$ cat src/rtl/div_pkg.sv
// Shared definitions for the radix-4 sequential divider.
//   DEF_DIV_WIDTH : default operand/result width
//   div_state_e   : controller state encoding
//   cnt_width()   : width of the iteration counter for a given iteration count
package div_pkg;

    localparam int DEF_DIV_WIDTH = 32;

    typedef enum logic [2:0] {
        IDLE  = 3'd0,
        SETUP = 3'd1,
        ITER  = 3'd2,
        FIX   = 3'd3,
        DONE  = 3'd4
    } div_state_e;

    function automatic int cnt_width(input int iters);
        return (iters > 1) ? $clog2(iters) : 1;
    endfunction

endpackage

$ cat src/rtl/div_r4_step.sv
// One radix-4 restoring division step (purely combinational).
//   rem_in  : current partial remainder, always < D
//   pair_in : next two dividend bits, MSB first
//   d1/d2/d3: D, 2D, 3D at W+2 bits
//   rem_out : new partial remainder (< D)
//   digit   : quotient digit 0..3
module div_r4_step #(
    parameter int W = 32
) (
    input  logic [W-1:0] rem_in,
    input  logic [1:0]   pair_in,
    input  logic [W+1:0] d1,
    input  logic [W+1:0] d2,
    input  logic [W+1:0] d3,
    output logic [W-1:0] rem_out,
    output logic [1:0]   digit
);

    logic [W+1:0] cand;
    logic [W+1:0] kd;

    assign cand = {rem_in, pair_in};

    always_comb begin
        digit = 2'd0;
        kd    = '0;
        if (cand >= d3) begin
            digit = 2'd3;
            kd    = d3;
        end else if (cand >= d2) begin
            digit = 2'd2;
            kd    = d2;
        end else if (cand >= d1) begin
            digit = 2'd1;
            kd    = d1;
        end
    end

    // The difference is known to be < D < 2^W, so the low W bits carry it exactly.
    assign rem_out = cand[W-1:0] - kd[W-1:0];

endmodule

$ cat src/rtl/div_radix4_seq.sv
// Sequential signed divider, radix-4 (2 quotient bits per clock).
//   clock, reset_n      : rising-edge clock, synchronous active-low reset
//   ctrl_div            : start pulse; operands sampled on the same edge (IDLE or DONE)
//   data_operandA/B     : signed dividend / divisor
//   data_quotient       : signed quotient, truncated toward zero
//   data_remainder      : signed remainder, sign of the dividend
//   data_exception      : divide-by-zero flag, valid with data_resultRDY
//   data_resultRDY      : one-cycle result-valid pulse
//   busy                : high in SETUP, ITER and FIX
module div_radix4_seq
    import div_pkg::*;
#(
    parameter int DIV_WIDTH = DEF_DIV_WIDTH,
    parameter int DIV_ITERS = DIV_WIDTH / 2
) (
    input  logic                        clock,
    input  logic                        reset_n,
    input  logic                        ctrl_div,
    input  logic signed [DIV_WIDTH-1:0] data_operandA,
    input  logic signed [DIV_WIDTH-1:0] data_operandB,
    output logic signed [DIV_WIDTH-1:0] data_quotient,
    output logic signed [DIV_WIDTH-1:0] data_remainder,
    output logic                        data_exception,
    output logic                        data_resultRDY,
    output logic                        busy
);

    localparam int W  = DIV_WIDTH;
    localparam int CW = cnt_width(DIV_ITERS);
    localparam logic [CW-1:0] LAST_ITER = CW'(DIV_ITERS - 1);

    function automatic logic [W-1:0] neg_if(input logic neg, input logic [W-1:0] v);
        return neg ? (~v + W'(1)) : v;
    endfunction

    div_state_e          state_q, state_d;
    logic signed [W-1:0] a_q, a_d, b_q, b_d;
    logic [W+1:0]        d1_q, d1_d, d2_q, d2_d, d3_q, d3_d;
    logic [W-1:0]        rem_q, rem_d;
    logic [W-1:0]        qsh_q, qsh_d;
    logic [CW-1:0]       cnt_q, cnt_d;
    logic                q_neg_q, q_neg_d, r_neg_q, r_neg_d;
    logic [W-1:0]        quo_q, quo_d, remo_q, remo_d;
    logic                exc_q, exc_d;

    logic [W-1:0]        a_abs, b_abs;
    logic [W-1:0]        step_rem;
    logic [1:0]          step_digit;

    // Most negative value maps to itself, which is the correct unsigned magnitude.
    assign a_abs = neg_if(a_q[W-1], a_q);
    assign b_abs = neg_if(b_q[W-1], b_q);

    div_r4_step #(.W(W)) u_step (
        .rem_in  (rem_q),
        .pair_in (qsh_q[W-1:W-2]),
        .d1      (d1_q),
        .d2      (d2_q),
        .d3      (d3_q),
        .rem_out (step_rem),
        .digit   (step_digit)
    );

    always_comb begin
        state_d = state_q;
        a_d     = a_q;
        b_d     = b_q;
        d1_d    = d1_q;
        d2_d    = d2_q;
        d3_d    = d3_q;
        rem_d   = rem_q;
        qsh_d   = qsh_q;
        cnt_d   = cnt_q;
        q_neg_d = q_neg_q;
        r_neg_d = r_neg_q;
        quo_d   = quo_q;
        remo_d  = remo_q;
        exc_d   = exc_q;
        case (state_q)
            IDLE, DONE: begin
                state_d = IDLE;
                if (ctrl_div) begin
                    a_d     = data_operandA;
                    b_d     = data_operandB;
                    state_d = SETUP;
                end
            end
            SETUP: begin
                q_neg_d = a_q[W-1] ^ b_q[W-1];
                r_neg_d = a_q[W-1];
                d1_d    = {2'b00, b_abs};
                d2_d    = {1'b0, b_abs, 1'b0};
                d3_d    = {2'b00, b_abs} + {1'b0, b_abs, 1'b0};
                rem_d   = '0;
                qsh_d   = a_abs;
                cnt_d   = '0;
                if (b_q == '0) begin
                    quo_d   = '0;
                    remo_d  = '0;
                    exc_d   = 1'b1;
                    state_d = DONE;
                end else begin
                    state_d = ITER;
                end
            end
            ITER: begin
                // Dividend bits leave the top while quotient digits enter the bottom.
                rem_d = step_rem;
                qsh_d = {qsh_q[W-3:0], step_digit};
                cnt_d = cnt_q + CW'(1);
                if (cnt_q == LAST_ITER) begin
                    state_d = FIX;
                end
            end
            FIX: begin
                quo_d   = neg_if(q_neg_q, qsh_q);
                remo_d  = neg_if(r_neg_q, rem_q);
                exc_d   = 1'b0;
                state_d = DONE;
            end
            default: state_d = IDLE;
        endcase
    end

    always_ff @(posedge clock) begin
        if (!reset_n) begin
            state_q <= IDLE;
            cnt_q   <= '0;
            quo_q   <= '0;
            remo_q  <= '0;
            exc_q   <= 1'b0;
        end else begin
            state_q <= state_d;
            cnt_q   <= cnt_d;
            quo_q   <= quo_d;
            remo_q  <= remo_d;
            exc_q   <= exc_d;
        end
    end

    always_ff @(posedge clock) begin
        a_q     <= a_d;
        b_q     <= b_d;
        d1_q    <= d1_d;
        d2_q    <= d2_d;
        d3_q    <= d3_d;
        rem_q   <= rem_d;
        qsh_q   <= qsh_d;
        q_neg_q <= q_neg_d;
        r_neg_q <= r_neg_d;
    end

    assign data_quotient  = quo_q;
    assign data_remainder = remo_q;
    assign data_exception = exc_q;
    assign data_resultRDY = (state_q == DONE);
    assign busy           = (state_q == SETUP) || (state_q == ITER) || (state_q == FIX);

endmodule
$ cat config.mk
export PLATFORM = sky130hd
export DESIGN_NAME = div_radix4_seq
export DESIGN_NICKNAME = d
export VERILOG_FILES = /design/src/rtl/div_pkg.sv /design/src/rtl/div_r4_step.sv /design/src/rtl/div_radix4_seq.sv
export SDC_FILE = /design/constraint.sdc
export NUM_CORES = 1
export LEC_CHECK = 0
export BUFFER_PORTS_ARGS = -buffer_cell sky130_fd_sc_hd__buf_4
export CORE_ASPECT_RATIO = 0.8
export CORE_UTILIZATION = 46
export CTS_BUF_LIST = sky130_fd_sc_hd__clkbuf_8
export DETAILED_ROUTE_END_ITERATION = 7
export GPL_TIMING_DRIVEN = 1
export SYNTH_ARGS = -nofsm -noshare
export SYNTH_HDL_FRONTEND = slang
export SYNTH_SLANG_ARGS = --single-unit
$ cat constraint.sdc
create_clock -name clock -period 7.2 [get_ports clock]
set_input_delay 2.16 -clock clock [delete_from_list [all_inputs] [get_ports clock]]
set_output_delay 2.16 -clock clock [all_outputs]
set_load 0.03 [all_outputs]
==> flow_summary.yaml, run 1 <==
timing:
  slew_violations: 0
  finalSetupTns_ns: 0
  rsz0062_at_grt: "no"
  hold_viol: 0
  fmax_ghz: 0.166
  fin_skew_ns: 0.0242
  setup_viol: 0
  final_period_minus_worst_setup_slack_ns: 6.01
  setup_ws_ns: 1.19
  layout_worst_path_cycle_share_pct: 83.5
  worstMarginPinSlew_ns: 1.34
  slew_headroom_pct: 8.16
synth:
  ys_types: 68
  synth_flop_cell: "edfxtp_1"
  synth_compound_gate_area_share_pct: 17.1
  syn_nets: 2074
  synthArstFlopShare_pct: 0
  synth_top_area_share_pct: 33.2
  yosys.area_share.simple_pct: 15.9
  synth_top_family_by_area: "compound AO/OA/AOI/OAI gates"
  syn-instance-count: 1839
  synth.yosys.seq_area_share_pct: 41.3
  synth-edff-count: 195
  syn_area_um2: 17700
  synthXorXnorAreaFrac_pct: 8.13
  synth_area_per_cell_um2: 9.60
  synthTopCellsByArea: "edfxtp_1 (33%), ha_1 (12%), dfxtp_1 (8.2%)"
  synth_warnings: 0
  synth_seq_cells: 267
  synthMuxAreaShare_pct: 2.10
  synth_top_area_cell: "edfxtp_1"
  synth_fa_ha_area_share_pct: 12.0
global_route:
  grt_max_degree: 72
  grt.overflow.total: 0
  grt_usage_pct: 24.3
  grt_pass1_wl_um: 74500
  grt_pass1_vias: 13200
  grt_antenna_before_repair: 1
drt:
  wl_per_cell_um: 19.0
  via_per_inst: 5.60
  route.antenna.remaining_nets: 0
  drtIter0Drc: 1248
  drt-total-wl_um: 47400
  dr.pass1.iters: 6
  drc: 0
  vias: 14000
worst_setup_path:
  cp.arrival_ns: 6.35
  r2r_slack_ns: 1.19
  worst-setup-path-type: "reg2reg"
  rr_worst_depth: 21
  cp_cell_sequence: "ha_1, nand4_1, nor4_1, o211ai_1, a21oi_1, a211oi_1, o211ai_1, a21oi_1, nor2b_1, ha_1, inv_1, fa_1, a21o_1, a21o_1, a21oi_1, o311ai_0, a31oi_1, o211ai_1, a221oi_1, xor2_1, nor2_1"
  cp_max_fo: 9
  crit_path_end_kind: "flip-flop"
  worst-path-buf-inv: 1
  crit_path_start_kind: "flip-flop"
  slowest_stage: "nor4_1"
  path_delay_family: "compound AO/OA/AOI/OAI gates"
  required_ns: 7.54
  crit_cells: 21
  max_stage_delay_ns: 0.67
hold_path:
  hold_depth: 2
  min_path_type: "reg2reg"
run:
  cap_violations: 0
clock_network:
  htree_levels: 2
  root_buffer: "clkbuf_8"
  cts.path.max_buffers: 3
  path_clk_slew_ns: 0.06
  insertion_delay_ns: 0.61
  cts_resized: 0
  cts_tree: "built"
  postCtsSetupBuffers: 0
  holdBufCountCts: 0
  clkSinkCount: 267
  cts_buffers: 47
final_layout:
  diodes: 0
  final_layout_size_suffix_gt1_share_pct: 12.2
  finalNetCount: 2213
  fillerInstances: 3483
  final_area_um2: 20200
  synthToLayoutAreaGrowth_pct: 14.2
  utilization_pct: 53.9
floorplan:
  die_w_um: 221
  start_util_pct: 47.2
  num_rows: 63
  die_h_um: 177
  core_area_um2: 37400
  io_pins: 134
  die_area_um2: 39200
place:
  postPlaceCellArea_um2: 19200
  dp_hpwl_um: 35500
  place_ws_ns: 1.40
  gp_congestion: 0.967
  portBuffers: 133
pwr:
  p_leak_uw: 0.00830
  power_density_nw_per_um2: 244
  power.total_uw: 4930
  ir_drop_mv: 0.139
run_status:
  status: "complete, no violations"
==> logic make-up after synthesis <==
family,count (synthesis)
and+or+nand+nor,567
muxes,37
AOI/OAI and AO/OA,473
adders and majority gates,168
xor gates and xnor gates,164
DFF,267
buffers and inverters,163
==> cell usage after synthesis (3+ instances only) <==
| library cell | count |
|---|---|
| a21boi_0 | 35 |
| and2_1 | 23 |
| nand3_1 | 65 |
| ha_1 | 166 |
| nand4_1 | 14 |
| nor2b_1 | 33 |
| a221oi_1 | 3 |
| a21o_1 | 42 |
| a211o_1 | 4 |
| o211ai_1 | 15 |
| buf_1 | 3 |
| a22oi_1 | 15 |
| clkbuf_1 | 56 |
| or4_1 | 14 |
| nor4_1 | 11 |
| nor3_1 | 30 |
| buf_2 | 3 |
| o31ai_1 | 33 |
| xor2_1 | 69 |
| edfxtp_1 | 195 |
| o21ai_0 | 157 |
| and3_1 | 8 |
| xnor2_1 | 95 |
| a21oi_1 | 87 |
| nor3b_1 | 3 |
| or3_1 | 12 |
| or2_2 | 10 |
| o41a_1 | 3 |
| o2111ai_1 | 3 |
| a31oi_1 | 6 |
| nor2_1 | 79 |
| o21a_1 | 13 |
| mux2i_1 | 37 |
| o21bai_1 | 5 |
| dfxtp_1 | 72 |
| inv_1 | 101 |
| a211oi_1 | 14 |
| and4_1 | 7 |
| nand2b_1 | 23 |
| nand2_1 | 218 |
| o41ai_1 | 19 |
==> power breakdown <==
part | total (uW) | switching, uW | leakage (uW) | internal (uW)
clock | 1480 | 670 | 0.000562 | 813
sequential | 1970 | 134 | 0.00242 | 1830
combinational | 1480 | 870 | 0.00531 | 611
==> flip-flops by register name, summed over array words and instances (netlist names) <==
name            count
r_neg_q             1
q_neg_q             1
d3_q               34
a_q                32
data_remainder     32
state_q             3
data_exception      1
qsh_q              32
data_quotient      32
d2_q               31
b_q                32
rem_q              32
cnt_q               4
==> metrics by stage <==
step | hold slack [ns] | std cells
floorplan | 0.444 | 1839
global placement | 0.442 | 2416
detailed placement | 0.447 | 2416
CTS | 0.462 | 2501
global route | 0.491 | 2501
finish | 0.454 | 2501
==> placed cells by master (no fill, tap or decap), types with 69 or more instances in the layout <==
cell / count
xnor2_1: 95
nand2_1: 217
ha_1: 166
inv_1: 116
dfxtp_1: 72
xor2_1: 69
a21oi_1: 87
o21ai_0: 157
edfxtp_1: 195
buf_4: 152
nor2_1: 79
==> worst paths after layout <==
kind | from | end
worst max-delay path | rem_q[26] | rem_q[26]
worst min-delay path | data_remainder[25] | data_remainder[25]
worst max register to register | rem_q[26] | rem_q[26]
worst min register to register | data_remainder[25] | data_remainder[25]
==> layer usage <==
metal	vias up	track usage, %	wire length [um]
li1	6991	-	-
met4	0	5.74	754
met3	63	4.12	2900
met1	6589	36.4	23600
met2	372	36.3	20200
met5	-	0	0
==> cell type report <==
type | count | area, um2 | area share (%)
clock buffers | 56 | 771 | 3.82
clock inverters | 29 | 204 | 1.01
inverters | 101 | 380 | 1.89
multi-input cells | 1409 | 9770 | 48.4
flip-flops and latches | 267 | 7300 | 36.2
well taps | 487 | 609 | 3.02
repair buffers | 152 | 1140 | 5.66
==> worst register-to-register path, cell delays in order (launching register included) <==
cell	delay, ns
edfxtp_1	0.56
ha_1	0.37
nand4_1	0.16
nor4_1	0.67
o211ai_1	0.17
a21oi_1	0.17
a211oi_1	0.09
o211ai_1	0.34
a21oi_1	0.14
nor2b_1	0.15
ha_1	0.17
inv_1	0.05
fa_1	0.41
a21o_1	0.19
a21o_1	0.19
a21oi_1	0.32
o311ai_0	0.25
a31oi_1	0.39
o211ai_1	0.33
a221oi_1	0.37
xor2_1	0.19
nor2_1	0.06
(Power assumes the default switching activity.)
==> inputs of run 2 (changes only) <==
- clock period: 7.2 -> 5.8 ns (I/O delays scaled with it)
==> run 2 against run 1 <==
Net effect: critical path depth grew 1; die area is the same; sequential cell count is the same; clock skew grew 0.036 ns; global-route usage grew 1.1 points; largest cell class unchanged; largest power group unchanged.
==> flow_summary.yaml, run 2 (synthesized netlist as in run 1, its figures left out) <==
clock_network:
  insertion_delay_ns: 0.63
  cts_buffers: 47
  holdBufCountCts: 0
  htree_levels: 2
  clkSinkCount: 267
  path_clk_slew_ns: 0.07
  cts.path.max_buffers: 3
  root_buffer: "clkbuf_8"
  cts_tree: "built"
place:
  placedCellCount: 2495
  portBuffers: 133
  place_ws_ns: -0.248
  gp_congestion: 0.914
  dp_hpwl_um: 37400
floorplan:
  die_area_um2: 39200
  die_h_um: 177
  die_w_um: 221
  io_pins: 134
  core_area_um2: 37400
  num_rows: 63
  start_util_pct: 47.2
drt:
  via_per_inst: 5.59
  drt-total-wl_um: 49700
  route.antenna.remaining_nets: 0
  wl_per_cell_um: 19.2
  drc: 0
  vias: 14500
  drtIter0Drc: 1173
  dr.pass1.iters: 5
worst_setup_path:
  cp.arrival_ns: 5.98
  worst-path-buf-inv: 4
  required_ns: 6.27
  max_stage_delay_ns: 0.49
  crit_path_start_kind: "flip-flop"
  crit_path_end_kind: "flip-flop"
  cp_cell_sequence: "ha_1, a21o_1, a21o_1, a211oi_4, o211ai_1, a211oi_2, o211ai_1, buf_4, buf_12, mux2i_1, buf_4, ha_1, nor2b_1, o21a_1, o21a_1, o41a_1, o21ai_1, buf_4, o21ai_1, a311o_1, a21oi_1, mux2i_1"
  crit_top_cell: "buf_4"
  worst-setup-path-type: "reg2reg"
  slowest_stage: "edfxtp_1"
  cp_max_fo: 16
  path_delay_family: "compound AO/OA/AOI/OAI gates"
timing:
  slew_violations: 0
  slew_headroom_pct: 18.7
  setup_ws_ns: 0.298
  finalSetupTns_ns: 0
  setup_viol: 0
  hold_viol: 0
  layout_worst_path_cycle_share_pct: 94.9
  fin_skew_ns: 0.0601
  final_period_minus_worst_setup_slack_ns: 5.50
  hold_ws_ns: 0.468
  worstMarginPinSlew_ns: 1.22
  fmax_ghz: 0.182
global_route:
  grt_usage_pct: 25.4
  grt_pass1_vias: 13900
  grt_antenna_before_repair: 1
  grt_pass1_wl_um: 77800
  grt_max_degree: 72
  grtUsageMet1_pct: 37.1
  grt.overflow.total: 0
  grt_use_met2_pct: 39.3
  busiest_layer: "met2"
  met3_usage_pct: 3.93
final_layout:
  fillerInstances: 3409
  finalNetCount: 2303
  final_cell_mix: "buf_4 (241), nand2_1 (217), edfxtp_1 (195)"
  diodes: 0
  final_cells: 2593
  regMostFlops: "d3_q"
  synthToLayoutAreaGrowth_pct: 18.2
  layout_commonest_cell: "buf_4"
  largest_reg_flops: 34
  final_layout_size_suffix_gt1_share_pct: 16.3
pwr:
  power.total_uw: 6310
  pwr-share-clk_pct: 29.0
  comb_power_share_pct: 32.4
  p_leak_uw: 0.00872
  seq_power_share_pct: 38.7
  power_density_nw_per_um2: 302
  power_switching_uw: 2140
  p_sw_share_pct: 33.9
  ir_drop_mv: 0.155
  p_int_uw: 4170
hold_path:
  min_path_type: "reg2reg"
run:
  cap_violations: 0
run_status:
  status: "complete, no violations"
run 2: cell count changes in the layout (fill, tap and decap cells not counted), sizes merged:
| cell | change |
|---|---|
| inv | -8 |
| buf | +90 |
| clkbuf | -3 |
| clkinv | +13 |
run 2: metal layers:
metal	up-vias	wire, um	part of all wire, %
met3	67	2750	5.5
met5	-	0	0
met2	370	21300	43
li1	7190	-	-
met4	0	886	1.8
met1	6866	24800	50
run 2: stage by stage:
stage                     utilization, %  instance area, um2
final                               55.8               20900
after global routing                55.8               20900
after CTS                           55.5               20800
after detailed placement            52.9               19800
after global placement              52.9               19800
after floorplan                        -               17700
run 2: final timing paths:
path	start	slack, ns	to	cells past startpoint
min reg2reg	data_quotient[30]	0.47	data_quotient[30]	2
max reg2reg	rem_q[9]	0.30	rem_q[29]	22
max	rem_q[9]	0.30	rem_q[29]	22
min	data_quotient[30]	0.47	data_quotient[30]	2
run 2: power by group through the flow:
stage	combinational (uW)	clock [uW]	sequential [uW]
after detailed placement	2000	0	2480
after global routing	2280	1960	2460
after global placement	1980	0	2480
final	2040	1830	2440
after floorplan	1350	0	2430
after CTS	2010	1870	2440
run 2: worst register-to-register path, cell delays in order (launching register included):
cell and delay [ns]:
edfxtp_1 0.49, ha_1 0.34, a21o_1 0.18, a21o_1 0.20, a211oi_4 0.29, o211ai_1 0.23
a211oi_2 0.37, o211ai_1 0.14, buf_4 0.19, buf_12 0.17, mux2i_1 0.27, buf_4 0.16
ha_1 0.21, nor2b_1 0.13, o21a_1 0.17, o21a_1 0.18, o41a_1 0.37, o21ai_1 0.17
buf_4 0.15, o21ai_1 0.19, a311o_1 0.41, a21oi_1 0.16, mux2i_1 0.20
run 2: cell type report:
cell class                      count  area (um2)  share of cell area (%)
Tap cell                          487         609                    2.92
Inverter                          101         380                    1.82
Timing Repair Buffer              242        1830                    8.76
Clock inverter                     34         241                    1.16
Sequential cell                   267        7300                    34.9
Clock buffer                       53         729                    3.49
Multi-Input combinational cell   1409        9800                    46.9
run 2: repair_timing:
item / in CTS / in global routing
endpoints found under the setup margin: 14 / 13
pin swaps: 1 / 2
buffers inserted: 1 / 10
gates resized for setup: 1 / 6
cloned: 0 / 0
==> inputs of run 3 (changes only) <==
- CORE_UTILIZATION: 46 -> 50
- PLACE_DENSITY: default -> 0.68
==> run 3 against run 2 <==
Net effect: power fell by 1.9%; wire length fell by 4.3%; register-to-register slack got worse by 0.20 ns; critical path depth fell by 2; combinational power fell by 4%; fmax fell by 3.6%; critical path type unchanged; highest routed layer unchanged.
==> flow_summary.yaml, run 3 (synthesized netlist as in run 1, its figures left out) <==
final_layout:
  fillerInstances: 3051
  finalNetCount: 2255
  final_cell_mix: "nand2_1 (218), edfxtp_1 (195), buf_4 (195)"
  layout_commonest_cell: "nand2_1"
  largest_reg_flops: 34
  regMostFlops: "d3_q"
  final_cells: 2529
  final_layout_size_suffix_gt1_share_pct: 14.4
  synthToLayoutAreaGrowth_pct: 16.0
pwr:
  power_density_nw_per_um2: 302
  ir_drop_mv: 0.181
  power.total_uw: 6190
  p_leak_uw: 0.00850
clock_network:
  clkSinkCount: 267
  insertion_delay_ns: 0.59
  cts_buffers: 46
  htree_levels: 2
  cts_tree: "built"
  root_buffer: "clkbuf_8"
  cts.path.max_buffers: 3
  holdBufCountCts: 0
  path_clk_slew_ns: 0.06
hold_path:
  min_path_type: "reg2reg"
  hp-start: "data_remainder[27]"
worst_setup_path:
  crit_top_cell: "a21o_1"
  path_delay_family: "compound AO/OA/AOI/OAI gates"
  worst-setup-path-type: "reg2reg"
  max_stage_delay_ns: 0.51
  cp_cell_sequence: "ha_1, a21o_1, a21o_1, a211oi_4, o211ai_1, a211oi_2, o211ai_1, buf_4, mux2i_1, fa_1, a21o_1, a21o_1, a21oi_1, o311ai_0, buf_4, a31oi_2, o211ai_1, a41oi_1, xnor2_1, and2_1"
  cp.arrival_ns: 6.05
  crit_path_start_kind: "flip-flop"
  worst-path-buf-inv: 2
  required_ns: 6.14
  cp_max_fo: 7
  crit_path_end_kind: "flip-flop"
  startpoint: "rem_q[9]"
  r2r_start: "rem_q[9]"
  slowest_stage: "edfxtp_1"
timing:
  final_period_minus_worst_setup_slack_ns: 5.70
  fmax_ghz: 0.175
  slew_violations: 0
  layout_worst_path_cycle_share_pct: 98.4
  setup_viol: 0
  hold_viol: 0
  worstMarginPinSlew_ns: 1.04
  fin_skew_ns: 0.0152
  setup_ws_ns: 0.0952
  finalSetupTns_ns: 0
  slew_headroom_pct: 28.6
floorplan:
  io_pins: 134
  die_area_um2: 36100
  die_h_um: 170
  start_util_pct: 50.9
  core_area_um2: 34700
  die_w_um: 212
  num_rows: 61
global_route:
  grt_pass1_vias: 13400
  grt_antenna_before_repair: 2
  grt_usage_pct: 26.1
  grt_max_degree: 71
  grt_pass1_wl_um: 73400
  grt.overflow.total: 0
place:
  place_ws_ns: -0.177
  portBuffers: 133
  placedCellCount: 2436
  dp_hpwl_um: 35900
  gp_congestion: 0.957
drt:
  route.antenna.remaining_nets: 0
  via_per_inst: 5.70
  drt-total-wl_um: 47600
  drc: 0
  dr.pass1.iters: 5
  wl_per_cell_um: 18.8
  vias: 14400
  drtIter0Drc: 1346
run:
  cap_violations: 0
run_status:
  status: "complete, no violations"
-- run 3: cell types whose count changed in the layout (fill, tap and decap cells not counted), sizes merged --
cell / delta
buf: -47
clkinv: -9
inv: +6
diode: +1
-- run 3: area by class of cell --
type                    count  area, um2  area share (%)
well taps                 472        591            2.88
flip-flops and latches    267       7300            35.6
diodes                      1       2.50          0.0122
inverters                 101        380            1.86
repair buffers            195       1460            7.14
clock buffers              53        729            3.56
clock inverters            31        221            1.08
multi-input cells        1409       9810            47.9
-- run 3: metal layers --
layer / vias to the layer above / track usage (%) / share of wire, %
met1: 6836 / 38.3 / 48
met2: 422 / 38.7 / 43
met3: 69 / 5.50 / 6.9
met4: 0 / 6.87 / 1.8
li1: 7090 / - / -
met5: - / 0 / 0
-- run 3: what timing repair did --
| item | in CTS | in global routing |
|---|---|---|
| gates resized for setup | 2 | 6 |
| pin swaps | 0 | 4 |
| buffers inserted | 0 | 8 |
| endpoints found under the setup margin | 10 | 6 |
-- run 3: path summary, 6_finish.rpt --
kind / to / slack, ns / cells after the start
worst max-delay path: rem_q[30] / 0.1 / 20
worst min-delay path: data_remainder[27] / 0.46 / 2
worst max register to register: rem_q[30] / 0.1 / 20
worst min register to register: data_remainder[27] / 0.46 / 2
-- run 3: where the power goes --
part	switching, uW	internal [uW]
clock network	817	974
registers	167	2270
logic	1120	838
-- run 3: tightest hold or removal path, stage by stage, from the launching register on --
cell and delay [ns]:
dfxtp_1 0.33, nand2_1 0.05, o21ai_0 0.05
-- run 3: metrics by stage --
stage | area, um2 | util, % | hold WS [ns]
2_1_floorplan | 17700 | - | 0.444
3_3_place_gp | 19400 | 56.0 | 0.451
3_5_place_dp | 19400 | 56.0 | 0.449
4_1_cts | 20400 | 58.7 | 0.467
5_1_grt | 20500 | 59.0 | 0.485
6_report | 20500 | 59.0 | 0.461
